--- config.mk ---
export PLATFORM = sky130hd
export DESIGN_NAME = add_seq_16
export DESIGN_NICKNAME = d
export VERILOG_FILES = /design/src/rtl/add_seq_16.sv
export SDC_FILE = /design/constraint.sdc
export NUM_CORES = 1
export LEC_CHECK = 0
export CORE_MARGIN = 1.5
export CORE_UTILIZATION = 50
export CTS_CLUSTER_DIAMETER = 80
export DETAILED_ROUTE_END_ITERATION = 10
export PLACE_DENSITY_LB_ADDON = 0.15
export RECOVER_POWER = 25
export SLEW_MARGIN = 20
export SYNTH_ARGS = -nofsm -noshare
export SYNTH_HDL_FRONTEND = slang
export SYNTH_SLANG_ARGS = --single-unit
--- constraint.sdc ---
create_clock -name CLK_in -period 5.15 [get_ports CLK_in]
set_clock_uncertainty 0.05 [all_clocks]
set_input_delay 1.545 -clock CLK_in [delete_from_list [all_inputs] [get_ports CLK_in]]
set_output_delay 1.545 -clock CLK_in [all_outputs]
set_load 0.1 [all_outputs]
--- src/rtl/add_seq_16.sv ---
// Slice-serial adder: WIDTH-bit A+B+C_in computed SLICE bits per cycle, valid/ready on both sides.
// Optional signed-overflow output OVF_out is built only when ADD_SEQ_OVF_EN is defined.
module add_seq_16 #(
   parameter int WIDTH = 16,
   parameter int SLICE = 4
) (
   input  logic             CLK_in,
   input  logic             RSTn_in,
   input  logic [WIDTH-1:0] A_in,
   input  logic [WIDTH-1:0] B_in,
   input  logic             C_in,
   input  logic             VALID_in,
   output logic             READY_out,
   output logic [WIDTH-1:0] S_out,
   output logic             C_out,
   output logic             VALID_out,
   input  logic             READY_in
`ifdef ADD_SEQ_OVF_EN
   ,output logic            OVF_out
`endif
);

   localparam int N  = WIDTH / SLICE;
   localparam int KW = (N > 1) ? $clog2(N) : 1;
   localparam logic [KW-1:0] K_LAST = KW'(N - 1);

   typedef enum logic [1:0] {IDLE, RUN, DONE} state_t;

   state_t           state_q, state_d;
   logic [WIDTH-1:0] a_q, a_d, b_q, b_d, s_q, s_d;
   logic [KW-1:0]    k_q, k_d;
   logic             cy_q, cy_d, co_q, co_d;
`ifdef ADD_SEQ_OVF_EN
   logic             ovf_q, ovf_d;
`endif

   logic [SLICE-1:0] a_sl, b_sl;
   logic [SLICE:0]   sum_sl;

   // One slice per cycle; cy_q carries the ripple between slices (seeded with C_in).
   assign a_sl   = a_q[k_q*SLICE +: SLICE];
   assign b_sl   = b_q[k_q*SLICE +: SLICE];
   assign sum_sl = {1'b0, a_sl} + {1'b0, b_sl} + {{SLICE{1'b0}}, cy_q};

   always_ff @(posedge CLK_in or negedge RSTn_in) begin
      if (!RSTn_in) state_q <= IDLE;
      else          state_q <= state_d;
   end

   always_comb begin
      state_d = state_q;
      case (state_q)
         IDLE:    if (VALID_in)        state_d = RUN;
         RUN:     if (k_q == K_LAST)   state_d = DONE;
         DONE:    if (READY_in)        state_d = IDLE;
         default:                      state_d = IDLE;
      endcase
   end

   always_comb begin
      READY_out = (state_q == IDLE);
      VALID_out = (state_q == DONE);
   end

   always_comb begin
      a_d  = a_q;
      b_d  = b_q;
      cy_d = cy_q;
      k_d  = k_q;
      s_d  = s_q;
      co_d = co_q;
`ifdef ADD_SEQ_OVF_EN
      ovf_d = ovf_q;
`endif
      case (state_q)
         IDLE: begin
            if (VALID_in) begin
               a_d  = A_in;
               b_d  = B_in;
               cy_d = C_in;
               k_d  = '0;
            end
         end
         RUN: begin
            s_d[k_q*SLICE +: SLICE] = sum_sl[SLICE-1:0];
            cy_d = sum_sl[SLICE];
            k_d  = k_q + 1'b1;
            if (k_q == K_LAST) begin
               co_d = sum_sl[SLICE];
               k_d  = '0;
`ifdef ADD_SEQ_OVF_EN
               ovf_d = (a_q[WIDTH-1] == b_q[WIDTH-1]) && (sum_sl[SLICE-1] != a_q[WIDTH-1]);
`endif
            end
         end
         default: ;
      endcase
   end

   always_ff @(posedge CLK_in or negedge RSTn_in) begin
      if (!RSTn_in) begin
         a_q  <= '0;
         b_q  <= '0;
         cy_q <= 1'b0;
         k_q  <= '0;
         s_q  <= '0;
         co_q <= 1'b0;
`ifdef ADD_SEQ_OVF_EN
         ovf_q <= 1'b0;
`endif
      end else begin
         a_q  <= a_d;
         b_q  <= b_d;
         cy_q <= cy_d;
         k_q  <= k_d;
         s_q  <= s_d;
         co_q <= co_d;
`ifdef ADD_SEQ_OVF_EN
         ovf_q <= ovf_d;
`endif
      end
   end

   assign S_out = s_q;
   assign C_out = co_q;
`ifdef ADD_SEQ_OVF_EN
   assign OVF_out = ovf_q;
`endif

endmodule

Word-level counts from Yosys, hierarchy flattened
Index checks and enable logic that the tools add are counted.

cells by class
  add/subtract/negate cells = 4
  equality and inequality tests = 6
  shift-type cells = 4
  multiplexer cells = 10
  reductions and logical operators = 6

operator list
  kind                                                                      number
  4-bit negator with 34-bit output                                          1
  4-bit by 34-bit variable shift with 16-bit output (first input constant)  1
  4-bit by 34-bit indexed part select with 16-bit output                    1
  16-bit by 5-bit indexed part select with 4-bit output                     2
  16-bit bitwise mux                                                        1
  2-bit two-way mux                                                         5
  2-bit case mux with 3 select lines                                        1
  2-bit AND reduction                                                       3
  4-bit by 4-bit adder with 5-bit output                                    1
  5-bit by 1-bit adder with 5-bit output                                    1
  2-bit equality test (second input constant)                               2
  2-bit != test (second input constant)                                     2
  2-bit case mux with 2 select lines                                        1
  3-bit AND reduction                                                       1
  2-bit by 1-bit adder with 2-bit output (second input constant)            1
  2-bit by 1-bit equality test with 1-bit output (second input constant)    1
  2-bit zero test                                                           1
  2-bit by 1-bit != test with 1-bit output (second input constant)          1
  1-bit case mux with 2 select lines                                        1
  2-bit nonzero test                                                        1
  1-bit two-way mux                                                         1

word-level totals
  bits in registers = 54
  input bits = 37
  output and inout port bits = 19

Logic depth before layout (Yosys ltp)
Gate-level depths: netlist of the first run.

  depth in word-level cells = 5
  gate-level depth with buffers = 7
  gate-level depth less buffers = 6

Worst setup path before layout of the first run
OpenSTA, ideal clock, no wires.

  path type = register -> output
  start = register state_q[0]
  end = output READY_out
  data arrival time = 1755 ps
  setup slack = 1800 ps
  stages on the path, launching flop included = 3
  buffers on the path = 1
  path through = dfrtp_1 buf_6 nor2_1

on the way
  longest elaborated chain between the ends = 1

RTL lines
  item                    line  source
  start, declared         29    state_t state_q, state_d;
  start signal, assigned  47    else state_q <= state_d;
  2-bit zero test         61    READY_out = (state_q == IDLE);
  end, declared           13    output logic READY_out,

No other way between the ends.

==> results.md, run 1 <==
* Status: finished, violations left
* Violated checks: max-capacitance violations, max-slew violations
* Crit path buffers/inverters at 2
* Met2 wire len at 2390 um
* Storage cell area at 0.00135 mm^2
* Die area at 0.00559 mm^2
* Hold Crit Start: a_q[11]$_DFFE_PN0P_
* Vias per inst at 5.14
* Filler cells at 404
* RSZ-0062 raised after global routing: false
* Actual slew at the worst max-slew pin at 2800 ps
* Max Root-Sink Buffers at 2
* M1 WL at 2190 um
* Highest Clock Rate at 0.260 GHz
* CP Class: in2async
* Clock Latency Late Sink at 310 ps
* Starting density of the core at 53.1%
* Yosys cell types at 37
* First-pass GRT wire length at 8380 um
* Place WS at 1660 ps
* Ys Warns at 0
* GP Congestion at 0.763
* Hold Fails Final Rpt at 0
* Relative slew slack at -86.4%
* CTS tree: yes
* Hold WC Path Type: reg2reg
* Reg2reg start: k_q[0]$_DFFE_PN0P_
* WL/cell at between 10 and 15 um
* Crit-path cells: buf_2 > clkbuf_1
* Vias in the first global route at around 1700
* Period utilization at 74.7%
* CP Launch Point: RSTn_in
* CP endpoint kind: async pin
* Syn Std Cell Area at 0.00257 mm^2
* Initial antenna violation count at 0
* Avg Cell Area, Syn at 11.1 um^2
* Final setup fails at 0
* Sequential fraction of the synthesis area at a little over half
* Estimated wirelength of the detail-placed design at ~3500 um
* Syn Inst Count at 233
* Post-CTS resize count at 0
* Min Clock Period, post-route at 3850 ps
* Max incr delay on CP at about 2000 ps
* Via count at roughly 1800
* Critical path launch point type: primary input
* Syn Nets at roughly 280
* GR Util All Layers at 20.0%
* Grt ovf at 0
* Top sig layer: met4
* Slew Limit Fails at 55
* Inserted Clock Buffers at 5
* WL met3 at 192 um
* H-tree depth at 2
* # rows at 25
* Root Buffer: clkbuf_8
* Routed Wire Length at 4830 um
* Hold_buf cts at 0
* Max_cap viols at 1
* Die width at around 75 um
* Layout cell share with drive strength beyond 1 at 9.38%
* Die Ht at 74.8 um
* Final ANT Viol Nets at 0
* Post-detailed-route DRC marker count at 0
* CORE AREA at 0.00485 mm^2
* Post-CTS repair timing setup buffer count at 0
* Number of synthesized register bits at 54
* Most frequent cells in the layout: nand2_1 (100), dfrtp_1 (54), clkdlybuf4s50_1 (54), a22o_1 (13), ha_1 (9)
* Nets@finish at 335
* Clk sink count at 54
* First drt pass iteration count at 4
* Critical-path top delay cell: clkbuf_1
* Setup TNS at 0 ps
* Post-route setup slack at about 1300 ps
* Cell family with most CP delay: buffers and inverters
* Critical Path RT at 4920 ps
* Crit-path max FO at 54
* Io pins at 56
* Number of diodes at 0
* Commonest non-fill, non-tap cell in the layout: nand2_1
* Arrival time at the worst endpoint at 3620 ps
* Area growth syn-to-layout at 25.3%
* Largest net degree at the start of global routing at 55
* Port bufs at 55
* DRT iter0 DRCs at ~70
* Clk pin slew, worst setup/hold paths at ~90 ps
* Area of the multi-input gates at between 0.001 and 0.0015 mm^2
[flip-flops by register name (all words and copies together) (netlist names)]
name,flops
S_out,16
a_q,16
b_q,16
k_q,2
state_q,2
C_out,1
cy_q,1
[kinds of logic (layout without fill, tap and decap cells)]
family,after synthesis,after routing,share of synthesized area [%]
simple gates,118,118,21.4
xor+xnor,1,1,0.340
buf+inv,14,69,4.28
compound gates,27,27,8.55
flops,54,54,52.5
fa+ha+maj,11,11,5.93
mux,8,8,7.00
[path summary, 6_finish.rpt]
path                                             end  cells past startpoint  slack, ps
worst max-delay path             b_q[13]$_DFFE_PN0P_                      2       1300
worst min-delay path             a_q[11]$_DFFE_PN0P_                      2        430
worst max register to register     C_out$_DFFE_PN0P_                      7       2100
worst min register to register   a_q[11]$_DFFE_PN0P_                      2        430
max in group CLK_in                        VALID_out                      2       1330
min in group asynchronous       S_out[1]$_DFFE_PN0P_                      2       2170
[cells in the mapped netlist, drive strengths merged]
library cell	instances	area, um^2
a32o	4	40.0
nand3	2	10.0
a21o	1	7.51
o31ai	2	15.0
nand3b	3	47.6
inv	3	11.3
nor4b	2	38.8
nor3	1	10.0
ha	9	113
o21bai	1	7.51
a21oi	2	10.0
nor2	3	11.3
nand2	100	375
or3b	2	17.5
o211ai	1	7.51
and4	1	8.76
nand2b	1	6.26
mux4	8	180
a211oi	1	7.51
o21ai	1	5.00
clkbuf	2	8.75
fa	2	40.0
a31oi	1	6.26
and2b	1	7.51
a22o	13	114
nor2b	1	6.26
dfrtp	54	1350
buf	9	90.1
xor2	1	8.76
nor3b	1	12.5
[layout make-up]
class                   instances  area share (%)
clock buffers                   6            2.56
clock inverters                 2           0.388
inverters                       3           0.349
multi-input cells             165            34.7
flip-flops and latches         54            41.9
well taps                      67            2.60
repair buffers                 58            17.5
[metal layers]
metal,vias to the layer above,global-route usage (%)
li1,896,-
met1,879,27.2
met2,44,32.8
met3,6,3.88
met4,0,6.06
met5,-,0
[worst register-to-register path, cell delays in order, from the launching register on]
cell,delay [ps]
dfrtp_1,640
buf_4,300
mux4_2,550
fa_1,430
fa_1,420
a21o_1,190
a21oi_1,230
a31oi_1,120
[through the flow]
step,area [um^2],utilization (%),hold slack (ps),instances
after global routing,3230,66.5,445,355
after global placement,3130,64.6,403,347
after detailed placement,3130,64.6,409,347
final,3230,66.5,425,355
after CTS,3230,66.6,431,355
after floorplan,2570,-,389,233
Power of run 1 is left out: the tool's default activity adds up to more than one toggle a clock period on the data nets, which glitch-free logic cannot reach.
==> run 2: changes to the inputs <==
--- a/config.mk
+++ b/config.mk
@@ -6,7 +6,7 @@
 export NUM_CORES = 1
 export LEC_CHECK = 0
 export CORE_MARGIN = 1.5
-export CORE_UTILIZATION = 50
+export CORE_UTILIZATION = 45
 export CTS_CLUSTER_DIAMETER = 80
 export DETAILED_ROUTE_END_ITERATION = 10
 export PLACE_DENSITY_LB_ADDON = 0.15
==> constraint.sdc (replaced) <==
create_clock -name CLK_in -period 3.1 [get_ports CLK_in]
set_clock_uncertainty 0.05 [all_clocks]
set_input_delay 0.93 -clock CLK_in [delete_from_list [all_inputs] [get_ports CLK_in]]
set_output_delay 0.93 -clock CLK_in [all_outputs]
set_load 0.1 [all_outputs]
==> run 2 against run 1 <==
The flow now finishes without violations. Routed wire length increased by 4.2%. Register-to-register slack got worse by 1800 ps. Core utilization decreased by 8.1 points. Critical path type is now reg2reg. Critical endpoint is now S_out[3]$_DFFE_PN0P_. Highest routed layer unchanged.
==> results.md, run 2 (synthesized netlist as in run 1, its figures left out) <==
* Status: finished clean
* Setup TNS at 0 ps
* GR Util All Layers at 18.3%
* H-tree depth at 2
* Vias per inst at between 5 and 6
* First drt pass iteration count at 4
* Number of diodes at 0
* Cell family with most CP delay: flip-flops
* Vias in the first global route at roughly 1800
* Grt ovf at 0
* Critical path launch point type: register
* Post-CTS repair timing setup buffer count at 0
* Die Ht at between 70 and 80 um
* Die area at between 0.006 and 0.007 mm^2
* Actual slew at the worst max-slew pin at 1390 ps
* Instance area after placement at 0.00312 mm^2
* First-pass GRT wire length at 8760 um
* Hold WC Path Type: reg2reg
* CP Class: reg2reg
* Most frequent cells in the layout: nand2_1 (100), dfrtp_1 (54), clkdlybuf4s50_1 (35), buf_4 (23), a22o_1 (13)
* Port bufs at 55
* Layout cell share with drive strength beyond 1 at 15.9%
* Max_cap viols at 0
* Highest Clock Rate at around 0.36 GHz
* Final setup fails at 0
* Routed Wire Length at 5040 um
* Crit path buffers/inverters at 1
* Design Area, Final at 0.00322 mm^2
* Crit-path cells: buf_4 > mux4_2 > ha_1 > a211oi_1 > or3b_2 > a32o_1
* Hold Fails Final Rpt at 0
* Filler cells at 479
* Largest net degree at the start of global routing at 35
* Clk pin slew, worst setup/hold paths at around 90 ps
* Crit-path max FO at 12
* Critical Path RT at 3250 ps
* Estimated wirelength of the detail-placed design at 3810 um
* Post-CTS resize count at 0
* WL/cell at 13.9 um
* Root Buffer: clkbuf_8
* Critical-path top delay cell: dfrtp_1
* Clock Latency Late Sink at approximately 300 ps
* Hold_buf cts at 0
* Clk sink count at 54
* Nets@finish at 337
* Starting density of the core at 46.8%
* Min Clock Period, post-route at ~2800 ps
* Max Root-Sink Buffers at 2
* DRT iter0 DRCs at 63
* Die width at roughly 79 um
* # rows at 27
* Via count at 1823
* Io pins at 56
* CORE AREA at between 0.005 and 0.006 mm^2
* Period utilization at 89.0%
* Slew Limit Fails at 0
* RSZ-0062 raised after global routing: false
* CP endpoint kind: register
* Relative slew slack at 7.30%
* Max incr delay on CP at 570 ps
* CTS tree: yes
* Initial antenna violation count at 0
* Inserted Clock Buffers at 5
* Area growth syn-to-layout at 24.9%
* Commonest non-fill, non-tap cell in the layout: nand2_1
* GP Congestion at 0.768
* Final ANT Viol Nets at 0
* Post-detailed-route DRC marker count at 0
* Core Util, Final at 58.4%
* Arrival time at the worst endpoint at around 2900 ps
==> run 2: changes by cell type in the layout (fill, tap and decap cells not counted) <==
cell,before,now
buf_4,2,23
clkinv_2,1,0
clkdlybuf4s50_1,54,35
or3b_1,0,1
clkbuf_2,0,1
buf_2,1,0
or3b_2,2,1
clkinvlp_4,1,0
bufinv_16,0,1
==> run 2: final cells by class <==
class	count	area (um^2)	area share (%)
Sequential cell	54	1350	42.0
Clock buffer	6	82.6	2.57
Clock inverter	1	30.0	0.933
Tap cell	72	90.1	2.80
Multi-Input combinational cell	165	1120	34.8
Timing Repair Buffer	60	532	16.5
Inverter	3	11.3	0.350
==> run 2: worst reg2reg max path: stages, from the launching register on <==
cell and delay (ps):
dfrtp_1 570, buf_4 300, mux4_2 570, ha_1 300, a211oi_1 70, or3b_2 520, a32o_1 280
==> run 2: layer usage <==
metal	share of wire (%)	routed length, um	vias up	GRT usage, %
met5	0	0	-	0
met4	1.1	53	0	5.18
met3	4.2	209	5	4.19
met2	46	2340	44	28.6
met1	48	2440	869	25.7
li1	-	-	905	-
==> run 2: metrics by stage <==
step	setup WS [ps]	hold WS, ps	std cells
6_report	342	426	361
5_1_grt	179	463	361
4_1_cts	320	431	361
3_5_place_dp	331	408	354
3_3_place_gp	394	403	354
2_1_floorplan	365	389	233
==> run 2: path summary, 6_finish.rpt <==
| kind | startpoint | to | slack [ps] | depth (start not counted) |
|---|---|---|---|---|
| max | k_q[0]$_DFFE_PN0P_ | S_out[3]$_DFFE_PN0P_ | 340 | 6 |
| min | b_q[15]$_DFFE_PN0P_ | b_q[15]$_DFFE_PN0P_ | 430 | 2 |
| max reg2reg | k_q[0]$_DFFE_PN0P_ | S_out[3]$_DFFE_PN0P_ | 340 | 6 |
| min reg2reg | b_q[15]$_DFFE_PN0P_ | b_q[15]$_DFFE_PN0P_ | 430 | 2 |
| max in group asynchronous | RSTn_in | b_q[7]$_DFFE_PN0P_ | 770 | 2 |
| min in group asynchronous | RSTn_in | S_out[10]$_DFFE_PN0P_ | 880 | 1 |
Power of run 2 is left out for the same reason.
==> run 3: changes to the inputs <==
--- a/config.mk
+++ b/config.mk
@@ -9,9 +9,10 @@
 export CORE_UTILIZATION = 45
 export CTS_CLUSTER_DIAMETER = 80
 export DETAILED_ROUTE_END_ITERATION = 10
-export PLACE_DENSITY_LB_ADDON = 0.15
+export PLACE_DENSITY = 0.82
 export RECOVER_POWER = 25
 export SLEW_MARGIN = 20
 export SYNTH_ARGS = -nofsm -noshare
 export SYNTH_HDL_FRONTEND = slang
 export SYNTH_SLANG_ARGS = --single-unit
+export TNS_END_PERCENT = 1
==> run 3 against run 2 <==
Register-to-register slack gained 30 ps. Die area is the same. Flip-flop and latch count is the same. Final cell count is the same. Largest cell class unchanged.
==> results.md, run 3 (synthesized netlist as in run 1, its figures left out) <==
* Status: finished clean
* Reg-to-reg endpoint: C_out$_DFFE_PN0P_
* WHS at approximately 440 ps
* Vias in the first global route at approximately 1900
* First-pass GRT wire length at around 8800 um
* Post-CTS repair timing setup buffer count at 0
* First drt pass iteration count at 6
* Die area at between 0.006 and 0.007 mm^2
* Actual slew at the worst max-slew pin at 1390 ps
* Estimated wirelength of the detail-placed design at 3960 um
* Via count at 1835
* CORE AREA at 0.00551 mm^2
* Min Clock Period, post-route at ~2700 ps
* Port bufs at 55
* H-tree depth at 2
* RSZ-0062 raised after global routing: false
* Hold Fails Final Rpt at 0
* Arrival time at the worst endpoint at 2840 ps
* Most frequent cells in the layout: nand2_1 (100), dfrtp_1 (54), clkdlybuf4s50_1 (35), buf_4 (22), a22o_1 (13)
* Critical Path RT at 3220 ps
* GR Util All Layers at 18.4%
* Storage cell area at 0.00135 mm^2
* Hold Crit Start: b_q[15]$_DFFE_PN0P_
* Initial antenna violation count at 0
* CP endpoint kind: register
* Number of diodes at 0
* Largest net degree at the start of global routing at 36
* Setup TNS at 0 ps
* Slew Limit Fails at 0
* Worst hold endpoint: b_q[15]$_DFFE_PN0P_
* Critical path launch point type: register
* Grt ovf at 0
* Worst Reg-to-Reg Cells at 6
* Layout cell share with drive strength beyond 1 at 15.9%
* Hold depth at 2
* Filler cells at 472
* Die width at around 79 um
* Die Ht at about 79 um
* Final setup fails at 0
* Routed Wire Length at 5200 um
* Highest Clock Rate at 0.367 GHz
* DRT iter0 DRCs at 81
* Relative slew slack at under 10%
* Reg-to-reg slack, setup at 380 ps
* Area growth syn-to-layout at 25.4%
* Max Root-Sink Buffers at 2
* CP Class: reg2reg
* Reg2reg start: k_q[0]$_DFFE_PN0P_
* Clock Latency Late Sink at just over 300 ps
* Post-CTS resize count at 0
* Inserted Clock Buffers at 5
* Starting density of the core at 46.8%
* Dpl cells at 354
* Commonest non-fill, non-tap cell in the layout: nand2_1
* Nets@finish at about 340
* Io pins at 56
* # rows at 27
* Max_cap viols at 0
* Hold WC Path Type: reg2reg
* Hold_buf cts at 0
* Clk sink count at 54
* Final ANT Viol Nets at 0
* Root Buffer: clkbuf_8
* Period utilization at between 80 and 90%
* Vias per inst at a little over 5
* CTS tree: yes
* WL/cell at ~14 um
* Area of the multi-input gates at 0.00112 mm^2
* Final Non-Filler Cells at approximately 360
* Crit-path max FO at 7
* Post-detailed-route DRC marker count at 0
* Clk pin slew, worst setup/hold paths at around 90 ps
* GP Congestion at 0.810
run 3: how the worst max path moves through the flow:
stage	start	end	cells after the start
floorplan	state_q[0]$_DFFE_PN0P_	READY_out	2
global placement	k_q[0]$_DFFE_PN0P_	C_out$_DFFE_PN0P_	6
detailed placement	k_q[0]$_DFFE_PN0P_	C_out$_DFFE_PN0P_	6
CTS	k_q[0]$_DFFE_PN0P_	C_out$_DFFE_PN0P_	6
global route	k_q[0]$_DFFE_PN0P_	C_out$_DFFE_PN0P_	6
finish	k_q[0]$_DFFE_PN0P_	C_out$_DFFE_PN0P_	6
run 3: through the flow:
stage	setup slack (ps)	utilization, %	area, um^2
after floorplan	365	-	2570
after detailed placement	362	56.9	3130
after global routing	237	58.6	3230
after global placement	461	56.9	3130
final	377	58.6	3230
after CTS	346	58.9	3250
run 3: final cells by class:
cell class / count / share of cell area [%]
Sequential cell: 54 / 41.8
Multi-Input combinational cell: 165 / 34.7
Timing Repair Buffer: 60 / 16.9
Tap cell: 72 / 2.79
Clock buffer: 6 / 2.56
Clock inverter: 1 / 0.930
Inverter: 3 / 0.349
run 3: per-layer routing:
layer,track usage [%],part of all wire (%),up-vias
met1,23.9,45,882
met4,5.36,1.2,0
met2,30.9,49,49
met3,3.84,4.6,4
li1,-,-,900
met5,0,0,-
run 3: worst max-delay path, stage by stage, from the launching register on:
cell     delay (ps)
dfrtp_1         580
mux4_2          570
fa_1            440
fa_1            430
a21o_1          190
a21oi_1         200
a31oi_1         120
Power of run 3 is left out for the same reason.
==> RTL change (settings of run 2) <==
Add a define of `ADD_SEQ_OVF_EN`.
--- a/src/rtl/add_seq_16.sv
+++ b/src/rtl/add_seq_16.sv
@@ -1,4 +1,6 @@
 // Slice-serial adder: WIDTH-bit A+B+C_in computed SLICE bits per cycle, valid/ready on both sides.
 // Optional signed-overflow output OVF_out is built only when ADD_SEQ_OVF_EN is defined.
+`define ADD_SEQ_OVF_EN
+
 module add_seq_16 #(
    parameter int WIDTH = 16,
Formal check against the unedited RTL (old outputs only; new: OVF_out): equivalent (equiv_simple and equiv_induct, registers matched by name and starting in step).
==> RTL change against run 2 <==
The run now ends with capacitance limit, slew limit left; count of clock-buffer cells in the layout shrank 1; worst setup slack gained 0.038 ns; routed wire length shrank 1.8%; largest cell class unchanged; utilization rose by 1.6 points; highest routed layer unchanged; area after synthesis up 0.15%; sequential cell count rose by 1; cell area grew 2.7%; critical path depth is the same.
Power is left out: the tool's default activity adds up to more than one toggle a clock period on the data nets, which glitch-free logic cannot reach.
==> RTL change: results <==
[global_route]
grt_max_degree = 37
grt_pass1_vias = 1705
grt_pass1_wl_mm = 8.38

[finish]
nNetsFinal = 287
multiInputGateArea_um2 = 1140
buf_share = 0.167
final.fill_count = 480
nClkBuffers = 5
buffers_excl_clock = 61
clock_area_frac = 0.0413
layout-drive-gt1-share = 0.321
layout.comb_gates.multi_input = 113

[synthesis]
syn_nets = 227
yosysUniqueCellTypes = 32
synth.yosys.seq_area_share = 0.534
synthTopCellsByCount = dfrtp_1 (55), mux2_2 (32), a22o_1 (15)

[job]
cap_violations = 1

[placement]
port_buffers = 56
hpwl_mm = 3.66
pre_cts_slack_ns = 0.392

[sta]
tightest_slew_ns = 1.65
maxSlewViolCount = 32

[routing]
first_iter_violations = 56

[status]
violations = capacitance limit, slew limit
outcome = finished with violations

[cts]
clkSinkCount = 55

[worst_setup_path]
path_max_fanout = 7
==> RTL change: path summary, 6_finish.rpt <==
path / from / end / slack [ns]
setup reg to reg: k_q[0] / S_out[2] / 0.38
setup / recovery: k_q[0] / S_out[2] / 0.38
min in group asynchronous: RSTn_in / a_q[1] / 0.98
max in group asynchronous: RSTn_in / b_q[8] / 0.85
hold reg to reg: OVF_out / OVF_out / 0.45
hold / removal: OVF_out / OVF_out / 0.45
==> RTL change: critical path, cell delays in order, from the launching register on <==
cell	delay, ns
dfrtp_1	0.60
mux4_2	0.57
fa_1	0.44
fa_1	0.41
xor2_1	0.32
nand3_1	0.11
o21ai_0	0.15
==> RTL change: stage by stage <==
| step | instance area, um2 | std cells | hold slack [ns] |
|---|---|---|---|
| 2_1_floorplan | 2580 | 179 | 0.425 |
| 3_3_place_gp | 3170 | 304 | 0.433 |
| 5_1_grt | 3300 | 312 | 0.476 |
| 4_1_cts | 3310 | 312 | 0.458 |
| 3_5_place_dp | 3170 | 304 | 0.437 |
| 6_report | 3300 | 312 | 0.450 |
==> RTL change: cells by family after synthesis <==
group / count (synthesis) / share of synthesized area
multiplexers: 40 / 0.210
adder cells (fa/ha/maj): 11 / 0.0592
buffers and inverters: 11 / 0.0267
XOR/XNOR: 2 / 0.00679
AO/OA/AOI/OAI: 29 / 0.0869
flip-flops: 55 / 0.534
AND/OR/NAND/NOR: 31 / 0.0772
==> RTL change: per-layer routing <==
metal | GRT usage | vias up | share of wire
met4 | 0.0429 | 0 | 0.011
met3 | 0.0448 | 5 | 0.045
met2 | 0.286 | 46 | 0.49
met5 | 0 | - | 0
met1 | 0.236 | 828 | 0.45
li1 | - | 784 | -
